==> src/rtl/lookup3_seq.sv <==
// lookup3_seq -- sequential Bob Jenkins lookup3 "hashlittle" engine.
//
// A hash is requested with a one-cycle start pulse carrying the key length
// in bytes and a 32-bit seed. Key words are then pulled over a valid/ready
// handshake, little-endian within each word. Every full 12-byte block that is
// not the last one goes through the 6-line mix (one line per cycle). The last
// block (1..12 bytes, tail bytes masked to zero) goes through the 7-line final
// mix, and the result is published on hash with a one-cycle hvalid pulse.
//
// Ports
//   clk      in   clock, all state on the rising edge
//   res      in   asynchronous active-low reset
//   start    in   begin a hash; only accepted while idle
//   len      in   key length in bytes, sampled with an accepted start
//   initval  in   seed, sampled with an accepted start
//   kvalid   in   key word valid
//   kdata    in   key word, byte n at bits [8*(n%4)+7 : 8*(n%4)]
//   kready   out  key word wanted (only while loading)
//   busy     out  engine is not idle
//   hash     out  last result, held until the next result
//   hvalid   out  one-cycle pulse when hash updates
//
// Latency from accepted start to hvalid with no stalls:
// W + 6*M + 8 cycles (W key words, M mix blocks), 1 cycle for len = 0.

module lookup3_seq #(
    parameter int LEN_W = 32
) (
    input  logic             clk,
    input  logic             res,
    input  logic             start,
    input  logic [LEN_W-1:0] len,
    input  logic [31:0]      initval,
    input  logic             kvalid,
    input  logic [31:0]      kdata,
    output logic             kready,
    output logic             busy,
    output logic [31:0]      hash,
    output logic             hvalid
);

    typedef enum logic [2:0] {
        IDLE  = 3'd0,
        LOAD  = 3'd1,
        MIX   = 3'd2,
        FINAL = 3'd3,
        DONE  = 3'd4
    } state_t;

    function automatic logic [31:0] rot(input logic [31:0] x, input int k);
        return (x << k) | (x >> (32 - k));
    endfunction

    state_t           state_q, state_d;
    logic [31:0]      a_q, b_q, c_q, a_d, b_d, c_d;
    logic [LEN_W-1:0] rem_q, rem_d;
    logic [1:0]       slot_q, slot_d;
    logic [2:0]       step_q, step_d;
    logic [31:0]      hash_q, hash_d;
    logic             hvalid_q, hvalid_d;

    logic [31:0]      seed;
    logic [LEN_W-1:0] avail;
    logic             last_blk;
    logic             last_word;
    logic [31:0]      kword;

    assign seed = 32'hDEADBEEF + 32'(len) + initval;

    // Bytes still owed counting from the current slot; only meaningful in the
    // last block, where it never underflows because slot*4 < rem there.
    assign avail     = rem_q - LEN_W'({slot_q, 2'b00});
    assign last_blk  = (rem_q <= LEN_W'(12));
    assign last_word = last_blk && (avail <= LEN_W'(4));

    // Partial last word: bytes past the key end are zeroed, whatever the
    // source left in them.
    always_comb begin
        kword = kdata;
        if (last_blk) begin
            if (avail == LEN_W'(1))      kword = {24'h0, kdata[7:0]};
            else if (avail == LEN_W'(2)) kword = {16'h0, kdata[15:0]};
            else if (avail == LEN_W'(3)) kword = {8'h0,  kdata[23:0]};
        end
    end

    // NOTE: every output of this block gets a default first, so no path
    // through the case statement can leave a value unassigned and infer a latch.
    always_comb begin
        state_d  = state_q;
        a_d      = a_q;
        b_d      = b_q;
        c_d      = c_q;
        rem_d    = rem_q;
        slot_d   = slot_q;
        step_d   = step_q;
        hash_d   = hash_q;
        hvalid_d = 1'b0;

        case (state_q)
            IDLE: begin
                if (start) begin
                    a_d     = seed;
                    b_d     = seed;
                    c_d     = seed;
                    rem_d   = len;
                    slot_d  = 2'd0;
                    step_d  = 3'd0;
                    state_d = (len != '0) ? LOAD : DONE;
                end
            end

            LOAD: begin
                if (kvalid) begin
                    case (slot_q)
                        2'd0:    a_d = a_q + kword;
                        2'd1:    b_d = b_q + kword;
                        default: c_d = c_q + kword;
                    endcase
                    if (last_word) begin
                        slot_d  = 2'd0;
                        step_d  = 3'd0;
                        state_d = FINAL;
                    end else if (slot_q == 2'd2) begin
                        // Full block with more key behind it: mix, then continue.
                        rem_d   = rem_q - LEN_W'(12);
                        slot_d  = 2'd0;
                        step_d  = 3'd0;
                        state_d = MIX;
                    end else begin
                        slot_d  = slot_q + 2'd1;
                    end
                end
            end

            MIX: begin
                case (step_q)
                    3'd0: begin a_d = (a_q - c_q) ^ rot(c_q, 4);  c_d = c_q + b_q; end
                    3'd1: begin b_d = (b_q - a_q) ^ rot(a_q, 6);  a_d = a_q + c_q; end
                    3'd2: begin c_d = (c_q - b_q) ^ rot(b_q, 8);  b_d = b_q + a_q; end
                    3'd3: begin a_d = (a_q - c_q) ^ rot(c_q, 16); c_d = c_q + b_q; end
                    3'd4: begin b_d = (b_q - a_q) ^ rot(a_q, 19); a_d = a_q + c_q; end
                    default: begin c_d = (c_q - b_q) ^ rot(b_q, 4); b_d = b_q + a_q; end
                endcase
                step_d = step_q + 3'd1;
                if (step_q == 3'd5) begin
                    step_d  = 3'd0;
                    state_d = LOAD;
                end
            end

            FINAL: begin
                case (step_q)
                    3'd0: c_d = (c_q ^ b_q) - rot(b_q, 14);
                    3'd1: a_d = (a_q ^ c_q) - rot(c_q, 11);
                    3'd2: b_d = (b_q ^ a_q) - rot(a_q, 25);
                    3'd3: c_d = (c_q ^ b_q) - rot(b_q, 16);
                    3'd4: a_d = (a_q ^ c_q) - rot(c_q, 4);
                    3'd5: b_d = (b_q ^ a_q) - rot(a_q, 14);
                    default: c_d = (c_q ^ b_q) - rot(b_q, 24);
                endcase
                step_d = step_q + 3'd1;
                if (step_q == 3'd6) begin
                    step_d  = 3'd0;
                    state_d = DONE;
                end
            end

            DONE: begin
                hash_d   = c_q;
                hvalid_d = 1'b1;
                state_d  = IDLE;
            end

            default: state_d = IDLE;
        endcase
    end

    // NOTE: sequential state uses non-blocking assignments so every register
    // samples the pre-edge values, independent of statement order.
    always_ff @(posedge clk or negedge res) begin
        if (!res) begin
            state_q  <= IDLE;
            a_q      <= '0;
            b_q      <= '0;
            c_q      <= '0;
            rem_q    <= '0;
            slot_q   <= '0;
            step_q   <= '0;
            hash_q   <= '0;
            hvalid_q <= 1'b0;
        end else begin
            state_q  <= state_d;
            a_q      <= a_d;
            b_q      <= b_d;
            c_q      <= c_d;
            rem_q    <= rem_d;
            slot_q   <= slot_d;
            step_q   <= step_d;
            hash_q   <= hash_d;
            hvalid_q <= hvalid_d;
        end
    end

    assign kready = (state_q == LOAD);
    assign busy   = (state_q != IDLE);
    assign hash   = hash_q;
    assign hvalid = hvalid_q;

endmodule

==> config.mk <==
export PLATFORM = sky130hd
export DESIGN_NAME = lookup3_seq
export DESIGN_NICKNAME = d
export VERILOG_FILES = /design/src/rtl/lookup3_seq.sv
export SDC_FILE = /design/constraint.sdc
export NUM_CORES = 2
export LEC_CHECK = 0
export CAP_MARGIN = 5
export CORE_ASPECT_RATIO = 0.9
export CORE_MARGIN = 2
export CORE_UTILIZATION = 40
export CTS_CLUSTER_SIZE = 12
export DETAILED_ROUTE_END_ITERATION = 6
export PLACE_DENSITY = 0.65
export SLEW_MARGIN = 0
export SYNTH_ARGS = -nofsm -noshare
export SYNTH_HDL_FRONTEND = slang
export SYNTH_SLANG_ARGS = --single-unit
==> constraint.sdc <==
create_clock -name clk -period 12.72 [get_ports clk]
set_clock_uncertainty 0.1 [all_clocks]
set_input_delay 3.18 -clock clk [delete_from_list [all_inputs] [get_ports clk]]
set_output_delay 3.18 -clock clk [all_outputs]
set_load 0.02 [all_outputs]
=== Word-level counts from Yosys, hierarchy flattened ===
Cells that the tools add are included.
W data, S select, Z words.

* Add/subtract/negate cells: 22
* $lt $le $gt $ge: 2
* Equal/unequal tests: 31
* Muxes and demuxes: 46
* Bitwise logic cells: 21
* Reduce and logical (&&, ||, !) cells: 19

{| class="wikitable"
|+ Operators by type and width
! kind !! number
|-
| $mux W32 || 15
|-
| $pmux W32 S3 || 4
|-
| $pmux W32 S4 || 3
|-
| $sub A32 B32 Y32 || 10
|-
| $xor A32 B32 Y32 || 9
|-
| $add A32 B32 Y32 || 7
|-
| $pmux W32 S2 || 3
|-
| $eq A32 B2 Y1 const B || 2
|-
| $or A32 B14 Y32 || 2
|-
| $or A32 B16 Y32 || 2
|-
| $or A32 B4 Y32 || 2
|-
| $mux W3 || 13
|-
| $add A32 B32 Y32 const A || 1
|-
| $eq A32 B1 Y1 const B || 1
|-
| $le A32 B3 Y1 const B || 1
|-
| $le A32 B4 Y1 const B || 1
|-
| $or A32 B11 Y32 || 1
|-
| $or A32 B19 Y32 || 1
|-
| $or A32 B24 Y32 || 1
|-
| $or A32 B25 Y32 || 1
|-
| $or A32 B6 Y32 || 1
|-
| $or A32 B8 Y32 || 1
|-
| $reduce_bool A32 Y1 || 1
|-
| $sub A32 B4 Y32 || 1
|-
| 29 further kinds || 57
|}

* Flip-flop bits (word level): 169
* Output and inout bits: 35
* Word-level logic and storage cells: 150

=== Longest topological paths before layout ===
* Depth in word-level cells: 10
* Depth in mapped cells: 22
* Mapped depth without buffers: 21

=== Worst setup path before layout ===
OpenSTA, ideal clock, no wires.

* Path type: input-to-reg
* Start: input len[2]
* End: register c_q[24]
* Library setup time: 0.126 ns
* Arrival time: 6.045 ns
* Required time: 12.494 ns
* Path slack: 6.448 ns
* Stages: 14
* Path buffers: 0
* Cells stage by stage: inv_1 ha_1 inv_1 ha_1 a211oi_1 o21bai_1 o41ai_2 a2111oi_0 nor3b_1 o21ai_0 a21oi_1 xor2_1 o221ai_1 o32a_1

* Longest elaborated chain between the ends: 4

{| class="wikitable"
|+ Ends and longest elaborated chain
! item !! line !! text
|-
| start, declared || 32 || <nowiki>input logic [LEN_W-1:0] len,</nowiki>
|-
| $add A32 B32 Y32 (2 in series) || 68 || <nowiki>assign seed = 32'hDEADBEEF + 32'(len) + initval;</nowiki>
|-
| $mux W32 || 102 || <nowiki>if (start) begin</nowiki>
|-
| $pmux W32 S4 || 100 || <nowiki>case (state_q)</nowiki>
|-
| end signal, assigned || 186 || <nowiki>c_q <= '0;</nowiki>
|-
| end signal, assigned || 196 || <nowiki>c_q <= c_d;</nowiki>
|-
| end, declared || 55 || <nowiki>logic [31:0] a_q, b_q, c_q, a_d, b_d, c_d;</nowiki>
|}

Every way passes these cells. The select of a mux whose other input is x is not followed.
A chain may end at the register's enable or synchronous reset.

=== Final worst setup path ===
Same ends and word-level chain as after synthesis.

==> results <==
- The hold-critical path depth is 1.
- The sink count of the clock tree is around 170.
- At the end of routability-driven placement, the weighted congestion stood at 1.10.
- The number of top-level pins is 135.
- The total count of max-transition violations in the final report is 0.
- For this block, the initial DRC count from the detailed router was 5859.
- The number of nets handed over by synthesis was between 5k and 6k.
- The aggregate negative setup slack is 0 ps.
- The number of warnings reported in the yosys synthesis log is 0.
- The number of nets with antenna violations after detailed routing is 0.
- In this run, placement finished with an instance count of 5932.
- TritonCTS built the clock tree.
- From synthesis to final layout, the design area changed by 9.82%.
- Synthesis produced 4774 cells.
- Buffers inserted during clock tree synthesis total 17.
- For this run, design rule violations remaining after detail routing come to 6.
- The number of H-tree levels is 4.
- The placed instances occupy a cell area of 0.0372 sq mm.
- The via density per instance is 6.73.
- In this run, synthesis produced a sequential element count of 169.
- Of the available clock period, the critical path in the final layout requires 0.564.
- The share of final-layout standard cells stronger than drive strength 1 is 0.0523.
- In this run, synthesis inferred 0 flip-flops with an integrated enable.
- The final critical-path required period is 7180 ps.
- The run finished, with violations left.
- Once the clock tree was built, the setup fixing pass inserted 0 buffers.
- The total count of hold-check failures in the final report is 0.
- The finished cells cover 0.0378 sq mm.
- After detailed routing, the average wire length per cell comes to ~32 um.
- The synthesized area divided by synthesized cell count is 7.21 sq um.
- The required time at the worst-slack endpoint is 13060 ps.
- The initialized floorplan defines 102 standard-cell rows.
- For the pin with the worst max-slew slack, the measured transition is 1240 ps.
- The count of cells in the finished layout, fillers not included, comes to 5972.
- For this run, asynchronously set or reset flops after synthesis account for 1.00.
- The flop-to-flop setup slack is 5640 ps.
- The worst hold path belongs to the class reg2reg.
- No sink is reached through more buffers than the 2 on the longest clock path.
- Setup violations remaining at the end of the flow were counted as 0.
- The worst path arrival time is 7520 ps.
- The die covers 0.0884 sq mm.
- For this run, the top clock speed supported by timing is 139 MHz.
- Buffers inserted to repair hold after CTS numbered 0.
- The global route total overflow is 0.
- The core region is 0.0856 sq mm.
- The number of distinct standard cells referenced by the synthesized netlist is 97.
- The maximum number of pins on one net before global-route repair is 71.
- The initial antenna violation count is 10.
- For this run, the leading register cell type out of synthesis is sky130_fd_sc_hd__dfrtp_1.
- The share of the Yosys chip area taken by registers is 0.123.
- The remaining max-slew budget at the tightest pin is 0.164.
- The number of iterations in the first detailed-routing pass is 7.
- The routed layout has 40.2k vias.
- In this run the critical register-to-register path is captured at b_q[31]$_DFFE_PN0P_.
- Summing every instance area after synthesis gives 0.0344 sq mm.
- The start point of the worst min-delay path is hash[0]$_DFFE_PN0P_.
- After clock tree synthesis, the repair step resized 0 gates.
- The final reports fail on design-rule violations.
- The worst setup path is captured at a register.
- The first global-routing pass estimated 267000 um of wire.
- The highest net fanout along the worst path is 3.
- Port buffering added 134 buffers.
- The cell at the root of the clock tree is sky130_fd_sc_hd__clkbuf_16.
- The category of the critical setup timing path is in2reg.
- The HPWL reported at the end of detailed placement is ~150000 um.
- The number of maximum-capacitance constraint violations is 0.
- Final hold analysis gives a worst-case slack of 407 ps.
- The detailed-route wire length is around 190000 um.
- In this run the critical register-to-register path is launched from rem_q[2]$_DFFE_PN0P_.
- The height of the die is 282 um.
- Setup repair after global routing left no endpoint under its margin.
- STA classifies the critical path startpoint as an input pin.
- The initial utilization of the core area, before any placement, comes to 0.402.
- Measured in cells, the most critical reg-to-reg path has a length of 21.
- The endpoint with the worst hold slack is hash[0]$_DFFE_PN0P_.
- The aggregate global-route resource usage is 0.417.
- The via count of the first global-routing pass came to 36.5k.
- The width of the die is 313 um.
- The clock insertion delay at the later pin of the skew report is ~550 ps.
- Clock-pin slew was measured on the worst setup and hold paths at 90 ps.
- The net total in the final layout is 5364.
[per-layer routing]
metal / vias to the layer above / routed length [um] / GRT usage
met5: - / 85 / 0
met4: 12 / 14700 / 0.268
met3: 673 / 24400 / 0.122
met2: 2835 / 75100 / 0.598
met1: 19073 / 75800 / 0.543
li1: 17592 / - / -
[how the worst max path moves through the flow]
stage,depth (start not counted),to,slack [ps],startpoint
2_1_floorplan,14,c_q[24]$_DFFE_PN0P_,6450,len[2]
3_3_place_gp,15,a_q[28]$_DFFE_PN0P_,5200,len[2]
3_5_place_dp,15,c_q[24]$_DFFE_PN0P_,5130,len[2]
4_1_cts,17,a_q[23]$_DFFE_PN0P_,5680,len[1]
5_1_grt,17,a_q[23]$_DFFE_PN0P_,5290,len[1]
6_report,15,c_q[24]$_DFFE_PN0P_,5540,len[2]
[synth_stat cells, drive strengths merged (23+ instances only)]
cell | n | share of area
a2111oi | 28 | 0.0077
a211oi | 70 | 0.016
a21o | 126 | 0.027
a21oi | 589 | 0.086
a221oi | 31 | 0.0079
a22oi | 35 | 0.0076
a31oi | 40 | 0.0073
and2 | 41 | 0.0077
and3 | 36 | 0.0066
buf | 28 | 0.0038
clkbuf | 192 | 0.022
dfrtp | 169 | 0.12
ha | 442 | 0.16
inv | 359 | 0.039
mux2 | 36 | 0.012
mux2i | 70 | 0.020
nand2 | 279 | 0.031
nand2b | 66 | 0.012
nand3 | 90 | 0.013
nand4 | 47 | 0.0085
nor2 | 444 | 0.048
nor2b | 53 | 0.0096
nor3 | 119 | 0.017
nor4 | 43 | 0.0084
o211ai | 58 | 0.013
o21a | 47 | 0.010
o21ai | 297 | 0.043
o21bai | 48 | 0.010
o221ai | 29 | 0.0074
o22ai | 70 | 0.013
o31ai | 24 | 0.0052
or2 | 23 | 0.0042
or3 | 42 | 0.0077
xnor2 | 319 | 0.081
xor2 | 63 | 0.016
[stage by stage]
step / setup slack (ps) / util
floorplan: 6450 / -
global placement: 5200 / 0.434
detailed placement: 5130 / 0.434
CTS: 5680 / 0.441
global route: 5290 / 0.441
finish: 5540 / 0.441
[flip-flops by register name, indices dropped and copies added (netlist names)]
register	count
a_q	32
b_q	32
c_q	32
hash	32
hvalid	1
rem_q	32
slot_q	2
state_q	3
step_q	3
[cell type report]
type,count,area (sq um)
tap,1144,1430
inverter,368,1380
multi-input combinational,4017,28000
timing repair buffer,235,2120
antenna,7,17.5
clock buffer,19,443
clock inverter,13,159
sequential,169,4230
fill,8923,47800
[placed cells by master (no fill, tap or decap), types with 48 or more instances in the layout]
cell / instances
sky130_fd_sc_hd__xor2_1: 63
sky130_fd_sc_hd__a21oi_1: 589
sky130_fd_sc_hd__o22ai_1: 70
sky130_fd_sc_hd__xnor2_1: 319
sky130_fd_sc_hd__inv_1: 355
sky130_fd_sc_hd__dfrtp_1: 169
sky130_fd_sc_hd__nand3_1: 90
sky130_fd_sc_hd__nor3_1: 116
sky130_fd_sc_hd__o211ai_1: 58
sky130_fd_sc_hd__o21ai_0: 285
sky130_fd_sc_hd__a21o_1: 126
sky130_fd_sc_hd__nand2_1: 276
sky130_fd_sc_hd__clkdlybuf4s50_1: 133
sky130_fd_sc_hd__nor2_1: 438
sky130_fd_sc_hd__o21bai_1: 48
sky130_fd_sc_hd__mux2i_1: 70
sky130_fd_sc_hd__ha_1: 441
sky130_fd_sc_hd__a211oi_1: 68
sky130_fd_sc_hd__nor2b_1: 53
sky130_fd_sc_hd__nand2b_1: 66
sky130_fd_sc_hd__buf_4: 99
[worst max-delay path, cell delays in order]
cell and delay (ps):
sky130_fd_sc_hd__clkdlybuf4s50_1 510, sky130_fd_sc_hd__inv_1 70, sky130_fd_sc_hd__ha_1 330, sky130_fd_sc_hd__inv_1 60
sky130_fd_sc_hd__ha_1 290, sky130_fd_sc_hd__a211oi_1 270, sky130_fd_sc_hd__o21bai_1 180, sky130_fd_sc_hd__o41ai_2 420
sky130_fd_sc_hd__a2111oi_0 280, sky130_fd_sc_hd__nor3b_1 410, sky130_fd_sc_hd__o21ai_0 160, sky130_fd_sc_hd__a21oi_1 200
sky130_fd_sc_hd__xor2_1 520, sky130_fd_sc_hd__o221ai_1 240, sky130_fd_sc_hd__o32a_1 400
[logic make-up after synthesis]
family,synth area share
adders and majority gates,0.169
and+or+nand+nor,0.188
xor gates and xnor gates,0.0972
AOI/OAI and AO/OA,0.325
DFF,0.123
buffers and inverters,0.0658
muxes,0.0321
Power is left out: the tool's default activity adds up to more than one toggle a clock period on the data nets, which glitch-free logic cannot reach.
